### src/rtl/spi_master.sv
// SPI mode-0 master (CPOL=0, CPHA=0), LSB first, fixed-length transfers.
// Each transfer runs LEAD, then WIDTH pairs of HIGH/LOW phases; the final LOW
// phase is the trailing phase that precedes the return of ss to high.
module spi_master #(
    parameter int unsigned WIDTH  = 4,
    parameter int unsigned CLKDIV = 2
) (
    input  logic             clk,
    input  logic             rst,
    input  logic             start,
    input  logic [WIDTH-1:0] tx_data,
    output logic             busy,
    output logic             done,
    output logic [WIDTH-1:0] rx_data,
    output logic             sclk,
    output logic             mosi,
    input  logic             miso,
    output logic             ss
);

    localparam int unsigned PW = $clog2(CLKDIV + 1);
    localparam int unsigned IW = $clog2(WIDTH + 1);
    localparam logic [PW-1:0] PhaseLast = PW'(CLKDIV - 1);
    localparam logic [IW-1:0] IdxLast   = IW'(WIDTH);

    typedef enum logic [1:0] {StIdle, StLead, StHigh, StLow} state_e;

    state_e           state_q, state_d;
    logic [PW-1:0]    phase_q, phase_d;
    logic [IW-1:0]    idx_q, idx_d;
    logic [WIDTH-1:0] tx_q, tx_d;
    logic [WIDTH-1:0] rx_sh_q, rx_sh_d;
    logic [WIDTH-1:0] rx_q, rx_d;
    logic             sclk_q, sclk_d;
    logic             mosi_q, mosi_d;
    logic             ss_q, ss_d;
    logic             busy_q, busy_d;
    logic             done_q, done_d;
    logic             phase_end;
    logic [WIDTH-1:0] tx_next;
    logic [WIDTH-1:0] rx_next;

    assign phase_end = (phase_q == PhaseLast);

    // Next-state and registered-output logic for the transfer sequencer.
    always_comb begin
        state_d = state_q;
        phase_d = phase_q;
        idx_d   = idx_q;
        tx_d    = tx_q;
        rx_sh_d = rx_sh_q;
        rx_d    = rx_q;
        sclk_d  = sclk_q;
        mosi_d  = mosi_q;
        ss_d    = ss_q;
        busy_d  = busy_q;
        done_d  = 1'b0;

        // tx_q is shifted right after every bit, so bit 0 is always the one on mosi.
        tx_next = tx_q >> 1;
        // Shift right with miso entering at the top: after WIDTH captures the
        // first captured bit has reached bit 0.
        rx_next            = rx_sh_q >> 1;
        rx_next[WIDTH-1]   = miso;

        case (state_q)
            StIdle: begin
                if (start) begin
                    tx_d    = tx_data;
                    rx_sh_d = '0;
                    ss_d    = 1'b0;
                    mosi_d  = tx_data[0];
                    sclk_d  = 1'b0;
                    busy_d  = 1'b1;
                    idx_d   = '0;
                    phase_d = '0;
                    state_d = StLead;
                end
            end
            StLead, StLow: begin
                if (phase_end) begin
                    phase_d = '0;
                    if (idx_q == IdxLast) begin
                        // Trailing phase complete: release the slave.
                        ss_d    = 1'b1;
                        busy_d  = 1'b0;
                        done_d  = 1'b1;
                        rx_d    = rx_sh_q;
                        state_d = StIdle;
                    end else begin
                        sclk_d  = 1'b1;
                        rx_sh_d = rx_next;
                        state_d = StHigh;
                    end
                end else begin
                    phase_d = phase_q + 1'b1;
                end
            end
            StHigh: begin
                if (phase_end) begin
                    phase_d = '0;
                    sclk_d  = 1'b0;
                    idx_d   = idx_q + 1'b1;
                    tx_d    = tx_next;
                    // After the last bit mosi simply holds its value.
                    if (idx_d != IdxLast) begin
                        mosi_d = tx_next[0];
                    end
                    state_d = StLow;
                end else begin
                    phase_d = phase_q + 1'b1;
                end
            end
            default: begin
                state_d = StIdle;
            end
        endcase
    end

    // State and output registers with synchronous active-low reset.
    always_ff @(posedge clk) begin
        if (!rst) begin
            state_q <= StIdle;
            phase_q <= '0;
            idx_q   <= '0;
            tx_q    <= '0;
            rx_sh_q <= '0;
            rx_q    <= '0;
            sclk_q  <= 1'b0;
            mosi_q  <= 1'b0;
            ss_q    <= 1'b1;
            busy_q  <= 1'b0;
            done_q  <= 1'b0;
        end else begin
            state_q <= state_d;
            phase_q <= phase_d;
            idx_q   <= idx_d;
            tx_q    <= tx_d;
            rx_sh_q <= rx_sh_d;
            rx_q    <= rx_d;
            sclk_q  <= sclk_d;
            mosi_q  <= mosi_d;
            ss_q    <= ss_d;
            busy_q  <= busy_d;
            done_q  <= done_d;
        end
    end

    assign busy    = busy_q;
    assign done    = done_q;
    assign rx_data = rx_q;
    assign sclk    = sclk_q;
    assign mosi    = mosi_q;
    assign ss      = ss_q;

endmodule
### config.mk
export PLATFORM = sky130hd
export DESIGN_NAME = spi_master
export DESIGN_NICKNAME = d
export VERILOG_FILES = /design/src/rtl/spi_master.sv
export SDC_FILE = /design/constraint.sdc
export NUM_CORES = 1
export LEC_CHECK = 0
export ABC_AREA = 1
export CAP_MARGIN = 40
export CORE_ASPECT_RATIO = 0.75
export CORE_MARGIN = 5
export CORE_UTILIZATION = 55
export CTS_BUF_LIST = sky130_fd_sc_hd__clkbuf_8
export DETAILED_ROUTE_END_ITERATION = 6
export GPL_TIMING_DRIVEN = 0
export PLACE_DENSITY = 0.9
export SLEW_MARGIN = 40
export SYNTH_ARGS = -nofsm -noshare
export SYNTH_HDL_FRONTEND = slang
export SYNTH_SLANG_ARGS = --single-unit
### constraint.sdc
create_clock -name clk -period 2.2 [get_ports clk]
set_input_delay 0.66 -clock clk [delete_from_list [all_inputs] [get_ports clk]]
set_output_delay 0.66 -clock clk [all_outputs]
set_load 0.01 [all_outputs]
Word-level counts from Yosys, hierarchy flattened --
Cells that the tools add are included.
Operators by class: add/subtract/negate cells 2, multipliers 0, divide/modulo/power cells 0, magnitude comparators 0, equal/unequal tests 12, shifts and indexed selects 0, muxes and demuxes 35, bitwise gates (word level) 0, reductions and logical operators 13
Operator list (count):
- $mux W4 | 5
- $pmux W4 S2 | 2
- $reduce_and A4 Y1 | 4
- $mux W1 | 13
- $mux W2 | 6
- $ne A2 B2 Y1 const B | 6
- $reduce_and A3 Y1 | 4
- $mux W3 | 2
- $pmux W1 S2 | 3
- $pmux W2 S3 | 1
- $pmux W3 S2 | 1
- $eq A2 B1 Y1 const B | 2
- $eq A2 B2 Y1 const B | 2
- $pmux W2 S2 | 1
- $reduce_bool A2 Y1 | 2
- $add A3 B1 Y3 const B | 1
- $eq A3 B3 Y1 const B | 1
- $ne A3 B3 Y1 const B | 1
- $pmux W1 S3 | 1
- $reduce_or A3 Y1 | 1
- $add A2 B1 Y2 const B | 1
- $logic_not A2 Y1 | 1
- $reduce_or A2 Y1 | 1
Word-level totals: register bits after elaboration 24, latch bits 0, memory bits (writable) 0, bits in read-only memories 0, output and inout bits 9, logic and storage cells 73, memories kept 0

Longest topological paths before layout --
Gate-level depths: netlist (run 1).
word-level depth 5, gate-level depth with buffers 8, depth with buffers taken out 8

Worst setup path before layout (run 1) --
No wires, ideal clock.
path type input port to flip-flop, from input port start, to register rx_sh_q[0], setup time 113 ps, data arrival time 1183 ps, slack 905 ps, cell stages on the path 7, cells stage by stage inv_1 nand2_1 nand2_1 nor2_4 nand2_1 nand2_1 nor2_1
On the way: word-level cells in the longest chain between the ends 2
Ends and longest elaborated chain:
- from (decl) | RTL line 10 | input logic start,
- $ne A2 B2 Y1 (no source line)
- $reduce_and A4 Y1 (no source line)
- to (signal assigned) | RTL line 139 | rx_sh_q <= rx_sh_d;
- to (decl) | RTL line 32 | logic [WIDTH-1:0] rx_sh_q, rx_sh_d;
Every way passes these cells. A chain may end at the register's enable or synchronous reset.

Worst setup path after layout (run 1) --
from register ss_q, in the netlist ss, to output port ss
RTL lines:
- from (decl) | RTL line 36 | logic ss_q, ss_d;
- from (signal assigned) | RTL line 143 | ss_q <= ss_d;
- to (decl) | RTL line 18 | output logic ss
No word-level cell between the ends.

==> run metrics, run 1 <==
CP endpoint kind output port; P&R area growth vs syn 21.5%; fillers 150; share of cells above drive strength 1 10.1%; startpoint types flip-flop; drc violations 0; largest net degree at the start of global routing 13; vias 1,017; CP max stage cell clkdlybuf4s50_1; f_max 0.552 GHz; Compound-Gate Fraction of Synth Area 8.79%; P_sw 0.512 mW; crit-path cells clkdlybuf4s50_1; CTS root buf clkbuf_8; PortBufs 16; Post-Synth Simple-Gate Area 36.2%; CP bufs+invs 1; total track usage 17.5%; Hold Crit Class reg2reg; max incr delay on CP 0.54 ns; max_slew headroom 75.3%; Resized cells post-CTS 0; # clock sinks 23; leakage power 0.628 nW; DIE AREA 0.00296 mm2; Clock Tree Buf Depth 2; H-tree depth reported by CTS 1; final period demand of the worst path 1.81 ns; die width 61.2 um; Setup CP Type reg2out; total CTS buffers 3; violation count after the first detailed-route iteration 51; Top-Level Pins 17; grt ovf 0; Req. time, crit path 1.54 ns; synth warn 0; CTS Hold Buffers Added 0; Post-Synth XOR/XNOR Area 0%; storage element area 460 um2; HPWL Detailed 1770 um; Int Pwr 0.850 mW; r2r setup slk 0.68 ns; Syn Inst Count 149; switching portion of total power 37.6%; # Post-CTS Setup Buffers 0; Final Setup Violations 0; Clk network pwr share 18.9%; Post-Syn Area per Cell 7.26 um2; Worst-path clk slew 0.08 ns; Clk Latency, worst-skew pair 0.26 ns; total power draw 1.36 mW; Final period util 82.3%; row count 13; Synth Area in Adders 3.47%; effective utilization at floorplan 59.9%; mux contribution to synthesized area 0%; WL final 2380 um; vias in the first global route 925; WL/cell 12.4 um; synthesized flop and latch total 23; antenna cells 0; final hold viol count 0; Mapped Nets 160; layout net count 181; final setup TNS 0 ns; crit-path leading delay family buffers and inverters; Flop pwr share 41.6%; CTS tree built; arrival time at the worst endpoint 1.15 ns; power density cells 1040 mW/mm2; area of the multi-input gates 524 um2; drt via density 5.32; initial antenna violation count 0; maximum vdd drop 0.801 mV; largest family of logic cells by synthesized area simple AND/OR/NAND/NOR gates; Max Cap Violations 0; count of pins over their slew limit 0; first-pass GRT wire length 3950 um; worst-margin pin slew 0.370 ns; Logic pwr share 39.6%; core footprint 0.00181 mm2; Post-Syn Area 0.00108 mm2; routability cong. 0.866; RSZ-0062 raised after global routing false; Die Ht 48.4 um; Crit Path Max Fanout 2; clk_skew 0.00185 ns; Final ANT Viol Nets 0; outcome finished clean; post-synthesis sequential area ratio 42.5%; Synth cell types 20; drt first pass iters 4
Yosys cell counts, drive strengths merged:
| master | n | area share [%] |
|---|---|---|
| nand4 | 2 | 1.2 |
| inv | 15 | 5.2 |
| clkbuf | 1 | 0.35 |
| buf | 4 | 3.5 |
| or2 | 1 | 0.58 |
| a22oi | 2 | 1.4 |
| nand3 | 13 | 8.1 |
| ha | 3 | 3.5 |
| nor2 | 30 | 12 |
| nand2 | 38 | 13 |
| a21oi | 9 | 4.2 |
| dfxtp | 23 | 43 |
| o21ai | 7 | 3.2 |
| nor3 | 1 | 0.46 |
cells by family (layout without fill, tap and decap cells):
logic type                 count (synthesis)  after routing
and+or+nand+nor                           85             85
DFF                                       23             23
buffers and inverters                     20             40
AOI/OAI and AO/OA                         18             18
adders and majority gates                  3              3
path summary, 6_finish.rpt:
kind / to / start / depth (start not counted)
worst max-delay path: ss / ss$_SDFFE_PN1P_ / 1
worst max register to register: rx_data[2]$_SDFFE_PN0P_ / idx_q[0]$_SDFFE_PN0P_ / 7
worst min-delay path: sclk$_SDFFE_PN0P_ / sclk$_SDFFE_PN0P_ / 2
worst min register to register: sclk$_SDFFE_PN0P_ / sclk$_SDFFE_PN0P_ / 2
metrics by stage:
step	hold WS, ns	util, %	setup WS [ns]	area, um2	instances
final	0.457	72.8	0.388	1320	191
after global routing	0.501	72.8	0.356	1320	191
after CTS	0.459	72.8	0.378	1320	191
after detailed placement	0.447	70.3	0.215	1270	187
after global placement	0.436	70.3	0.266	1270	187
after floorplan	0.456	-	0.905	1080	149
area by class of cell:
cell class	count	share of cell area, %
timing repair buffer	16	12.2
buffer	5	3.14
multi-input combinational	106	39.9
inverter	15	4.28
clock buffer	3	3.14
tap	22	2.09
sequential	23	35.0
clock inverter	1	0.285
power groups by stage:
stage / combinational, mW / clock [mW] / sequential (mW)
3_3_place_gp: 0.509 / 0 / 0.570
5_1_grt: 0.611 / 0.286 / 0.575
4_1_cts: 0.540 / 0.265 / 0.566
6_report: 0.539 / 0.257 / 0.566
2_1_floorplan: 0.381 / 0 / 0.575
3_5_place_dp: 0.531 / 0 / 0.575
sequential cells by signal, summed over array words and instances, names as in the netlist:
name,flops
state_q,2
sclk,1
phase_q,2
rx_data,4
ss,1
busy,1
mosi,1
rx_sh_q,4
tx_q,3
done,1
idx_q,3
cells in the final DEF (no fill, tap or decap), drive strengths merged:
cell,count
nand2,38
nor2,30
dfxtp,23
clkdlybuf4s50,16
inv,16
nand3,13
a21oi,9
o21ai,7
clkbuf,4
buf,4
ha,3
a22oi,2
nand4,2
or2,1
nor3,1
metal layers:
layer	vias to the layer above	share of wire [%]	track usage, %
met4	0	1.3	6.86
met3	6	6.4	5.29
met2	31	45	26.6
li1	511	-	-
met5	-	0	0
met1	469	47	22.6
Note: power is estimated with default switching activity, not from simulation.
==> run 2: changes to the inputs <==
--- a/config.mk
+++ b/config.mk
@@ -9,11 +9,11 @@
 export CAP_MARGIN = 40
 export CORE_ASPECT_RATIO = 0.75
 export CORE_MARGIN = 5
-export CORE_UTILIZATION = 55
+export CORE_UTILIZATION = 54
 export CTS_BUF_LIST = sky130_fd_sc_hd__clkbuf_8
 export DETAILED_ROUTE_END_ITERATION = 6
 export GPL_TIMING_DRIVEN = 0
-export PLACE_DENSITY = 0.9
+export PLACE_DENSITY = 0.89
 export SLEW_MARGIN = 40
 export SYNTH_ARGS = -nofsm -noshare
 export SYNTH_HDL_FRONTEND = slang
==> constraint.sdc (replaced) <==
create_clock -name clk -period 1.89 [get_ports clk]
set_input_delay 0.567 -clock clk [delete_from_list [all_inputs] [get_ports clk]]
set_output_delay 0.567 -clock clk [all_outputs]
set_load 0.01 [all_outputs]
==> run metrics, run 2 (synthesized netlist as in run 1, its figures left out) <==
antenna cells 0; row count 14; hold wc startpoint sclk$_SDFFE_PN0P_; CP endpoint kind output port; first-pass GRT wire length 4010 um; WHS 0.455 ns; Die Ht 48.8 um; DIE AREA 0.00301 mm2; Hold Crit Class reg2reg; max_slew headroom 74.9%; r2r setup slk 0.39 ns; grt ovf 0; fillers 177; arrival time at the worst endpoint 1.15 ns; drc violations 0; final hold viol count 0; Final Setup Violations 0; r2r worst-path depth 7; f_max 0.581 GHz; violation count after the first detailed-route iteration 30; startpoint types flip-flop; Resized cells post-CTS 0; WL final 2380 um; post-placement setup slack 0.0295 ns; worst-margin pin slew 0.377 ns; PortBufs 16; # Post-CTS Setup Buffers 0; total power draw 1.60 mW; maximum vdd drop 0.711 mV; commonest cells after routing, fill and taps aside 37 x nand2_1, 27 x nor2_1, 23 x dfxtp_1, 16 x clkdlybuf4s50_1, 13 x inv_1; initial antenna violation count 0; Final period util 91.1%; crit-path leading delay family buffers and inverters; vias 999; total track usage 17.3%; core footprint 0.00196 mm2; Max Cap Violations 0; R2R Path Start idx_q[0]$_SDFFE_PN0P_; routability cong. 0.917; crit path setup slack, layout 0.168 ns; hold endpoint sclk$_SDFFE_PN0P_; share of cells above drive strength 1 10.7%; clk_skew 0.00240 ns; total CTS buffers 3; Clock Tree Buf Depth 2; Top-Level Pins 17; CTS tree built; reg2reg end rx_data[2]$_SDFFE_PN0P_; CP bufs+invs 1; commonest non-fill, non-tap cell in the layout nand2_1; outcome finished clean; CP max stage cell clkdlybuf4s50_1; CTS Hold Buffers Added 0; Clk Latency, worst-skew pair 0.27 ns; power density cells 1210 mW/mm2; WL/cell 12.3 um; drt first pass iters 4; RSZ-0062 raised after global routing false; final setup TNS 0 ns; Worst-path clk slew 0.09 ns; Util after Layout 67.3%; effective utilization at floorplan 55.2%; CTS root buf clkbuf_8; crit-path cells clkdlybuf4s50_1; Crit Path Max Fanout 2; count of pins over their slew limit 0; P&R area growth vs syn 22.1%; drt via density 5.18; layout net count 181; largest net degree at the start of global routing 15; max incr delay on CP 0.54 ns; final period demand of the worst path 1.72 ns; HPWL Detailed 1720 um; Hold Crit Depth 2; H-tree depth reported by CTS 1; die width 61.7 um; # clock sinks 23; leakage power 0.623 nW; Req. time, crit path 1.32 ns; Final ANT Viol Nets 0; Setup CP Type reg2out; vias in the first global route 931
==> run 2: stage by stage <==
step | area [um2] | std cells
2_1_floorplan | 1080 | 149
3_3_place_gp | 1270 | 189
3_5_place_dp | 1270 | 189
4_1_cts | 1320 | 193
5_1_grt | 1320 | 193
6_report | 1320 | 193
==> run 2: how the worst max path moves through the flow <==
stage / start / endpoint / slack (ns) / depth (start not counted)
finish: rx_data[2]$_SDFFE_PN0P_ / rx_data[2] / 0.17 / 1
global placement: start / rx_sh_q[0]$_SDFFE_PN0P_ / 0.06 / 8
CTS: rx_data[2]$_SDFFE_PN0P_ / rx_data[2] / 0.16 / 1
global route: rx_data[0]$_SDFFE_PN0P_ / rx_data[0] / 0.12 / 1
floorplan: start / rx_sh_q[1]$_SDFFE_PN0P_ / 0.69 / 7
detailed placement: start / rx_sh_q[3]$_SDFFE_PN0P_ / 0.03 / 8
==> run 2: layout make-up <==
type | instances | area (um2) | area share, %
Timing Repair Buffer | 16 | 160 | 12.1
Sequential cell | 23 | 460 | 34.8
Inverter | 15 | 56.3 | 4.26
Clock buffer | 3 | 41.3 | 3.12
Buffer | 5 | 41.3 | 3.12
Tap cell | 24 | 30.0 | 2.27
Multi-Input combinational cell | 106 | 524 | 39.7
Clock inverter | 1 | 7.51 | 0.568
==> run 2: where the power goes <==
group | total, mW | switching, mW | leakage [nW] | internal, mW
combinational | 0.623 | 0.368 | 0.413 | 0.255
sequential | 0.657 | 0.0684 | 0.189 | 0.589
clock | 0.321 | 0.172 | 0.0217 | 0.150
==> run 2: metal layers <==
metal  part of all wire (%)  track usage, %  wire length [um]
met5                      0               0                 0
met1                     46            22.4              1100
met4                    1.1            6.36                26
met3                    5.4            5.82               129
met2                     47            26.3              1130
==> run 3: changes to the inputs <==
--- a/config.mk
+++ b/config.mk
@@ -13,7 +13,7 @@
 export CTS_BUF_LIST = sky130_fd_sc_hd__clkbuf_8
 export DETAILED_ROUTE_END_ITERATION = 6
 export GPL_TIMING_DRIVEN = 0
-export PLACE_DENSITY = 0.89
+export PLACE_DENSITY = 0.91
 export SLEW_MARGIN = 40
 export SYNTH_ARGS = -nofsm -noshare
 export SYNTH_HDL_FRONTEND = slang
==> run metrics, run 3 (synthesized netlist as in run 1, its figures left out) <==
maximum vdd drop 0.785 mV; outcome finished clean; routability cong. 0.900; total power draw 1.60 mW; r2r worst-path depth 7; crit path setup slack, layout 0.168 ns; r2r setup slk 0.43 ns; Final Setup Violations 0; Clock Tree Buf Depth 2; effective utilization at floorplan 55.2%; CTS root buf clkbuf_8; Resized cells post-CTS 0; drt via density 5.10; final hold viol count 0; CP bufs+invs 1; Worst-path clk slew 0.09 ns; clk_skew 0.00552 ns; Setup CP Type reg2out; max_slew headroom 71.8%; CP max stage cell clkdlybuf4s50_1; WHS 0.448 ns; reg2reg end rx_data[0]$_SDFFE_PN0P_; max incr delay on CP 0.55 ns; Cells after DPL 189; startpoint types flip-flop; arrival time at the worst endpoint 1.16 ns; crit-path cells clkdlybuf4s50_1; # Post-CTS Setup Buffers 0; layout net count 181; HPWL Detailed 1780 um; largest net degree at the start of global routing 15; grt ovf 0; storage element area 460 um2; post-placement setup slack -0.00360 ns; antenna cells 0; CP endpoint kind output port; H-tree depth reported by CTS 1; Max Cap Violations 0; die width 61.7 um; violation count after the first detailed-route iteration 19; drt first pass iters 4; # clock sinks 23; drc violations 0; PortBufs 16; core footprint 0.00196 mm2; CTS tree built; P&R area growth vs syn 22.1%; CTS Hold Buffers Added 0; Hold Crit Depth 2; area of the multi-input gates 524 um2; Final ANT Viol Nets 0; row count 14; Die Ht 48.8 um; vias in the first global route 967; Crit Path Max Fanout 2; total track usage 17.3%; power density cells 1210 mW/mm2; commonest cells after routing, fill and taps aside 37 x nand2_1, 27 x nor2_1, 23 x dfxtp_1, 16 x clkdlybuf4s50_1, 13 x inv_1; first-pass GRT wire length 3970 um; Req. time, crit path 1.32 ns; total CTS buffers 3; hold endpoint sclk$_SDFFE_PN0P_; WL/cell 12.3 um; worst-margin pin slew 0.423 ns; WL final 2380 um; DIE AREA 0.00301 mm2; leakage power 0.623 nW; f_max 0.581 GHz; RSZ-0062 raised after global routing false; commonest non-fill, non-tap cell in the layout nand2_1; Final period util 91.1%; R2R Path Start idx_q[0]$_SDFFE_PN0P_; final period demand of the worst path 1.72 ns; count of pins over their slew limit 0; post-route insts no fill 193; share of cells above drive strength 1 10.7%; fillers 182; initial antenna violation count 0; crit-path leading delay family buffers and inverters; Top-Level Pins 17; Hold Crit Class reg2reg; Clk Latency, worst-skew pair 0.27 ns; hold wc startpoint sclk$_SDFFE_PN0P_; vias 985
[run 3: cell counts in the layout (fill, tap and decap cells not counted)]
Identical to the previous run, type by type.
[run 3: worst max path at each step]
stage | start | end | slack (ns) | cells after the start
2_1_floorplan | start | rx_sh_q[1]$_SDFFE_PN0P_ | 0.69 | 7
5_1_grt | ss$_SDFFE_PN1P_ | ss | 0.11 | 1
3_3_place_gp | rst | tx_q[1]$_SDFFE_PN0P_ | 0.06 | 5
6_report | ss$_SDFFE_PN1P_ | ss | 0.17 | 1
3_5_place_dp | rst | rx_sh_q[3]$_SDFFE_PN0P_ | -0.004 | 5
4_1_cts | ss$_SDFFE_PN1P_ | ss | 0.16 | 1
[run 3: final cells by class]
type / count / share of cell area, %
inverter: 15 / 4.26
sequential: 23 / 34.8
clock inverter: 1 / 0.568
clock buffer: 3 / 3.12
timing repair buffer: 16 / 12.1
buffer: 5 / 3.12
tap: 24 / 2.27
multi-input combinational: 106 / 39.7
[run 3: metrics by stage]
step / area (um2) / util (%) / TNS [ns]
after global routing: 1320 / 67.3 / 0
after global placement: 1270 / 64.9 / 0
after CTS: 1320 / 67.3 / 0
after detailed placement: 1270 / 64.9 / -0.00623
after floorplan: 1080 / - / 0
final: 1320 / 67.3 / 0
[run 3: layer usage]
layer	global-route usage, %	part of all wire, %	vias to the layer above	wire length (um)
li1	-	-	510	-
met3	4.76	3.9	4	94
met1	21.0	44	449	1040
met2	29.3	51	22	1220
met5	0	0	-	0
met4	4.95	1.1	0	27
[run 3: where the power goes]
group | internal, mW | switching, mW
logic | 0.257 | 0.368
registers | 0.589 | 0.0743
clock network | 0.149 | 0.164
total | 0.995 | 0.606
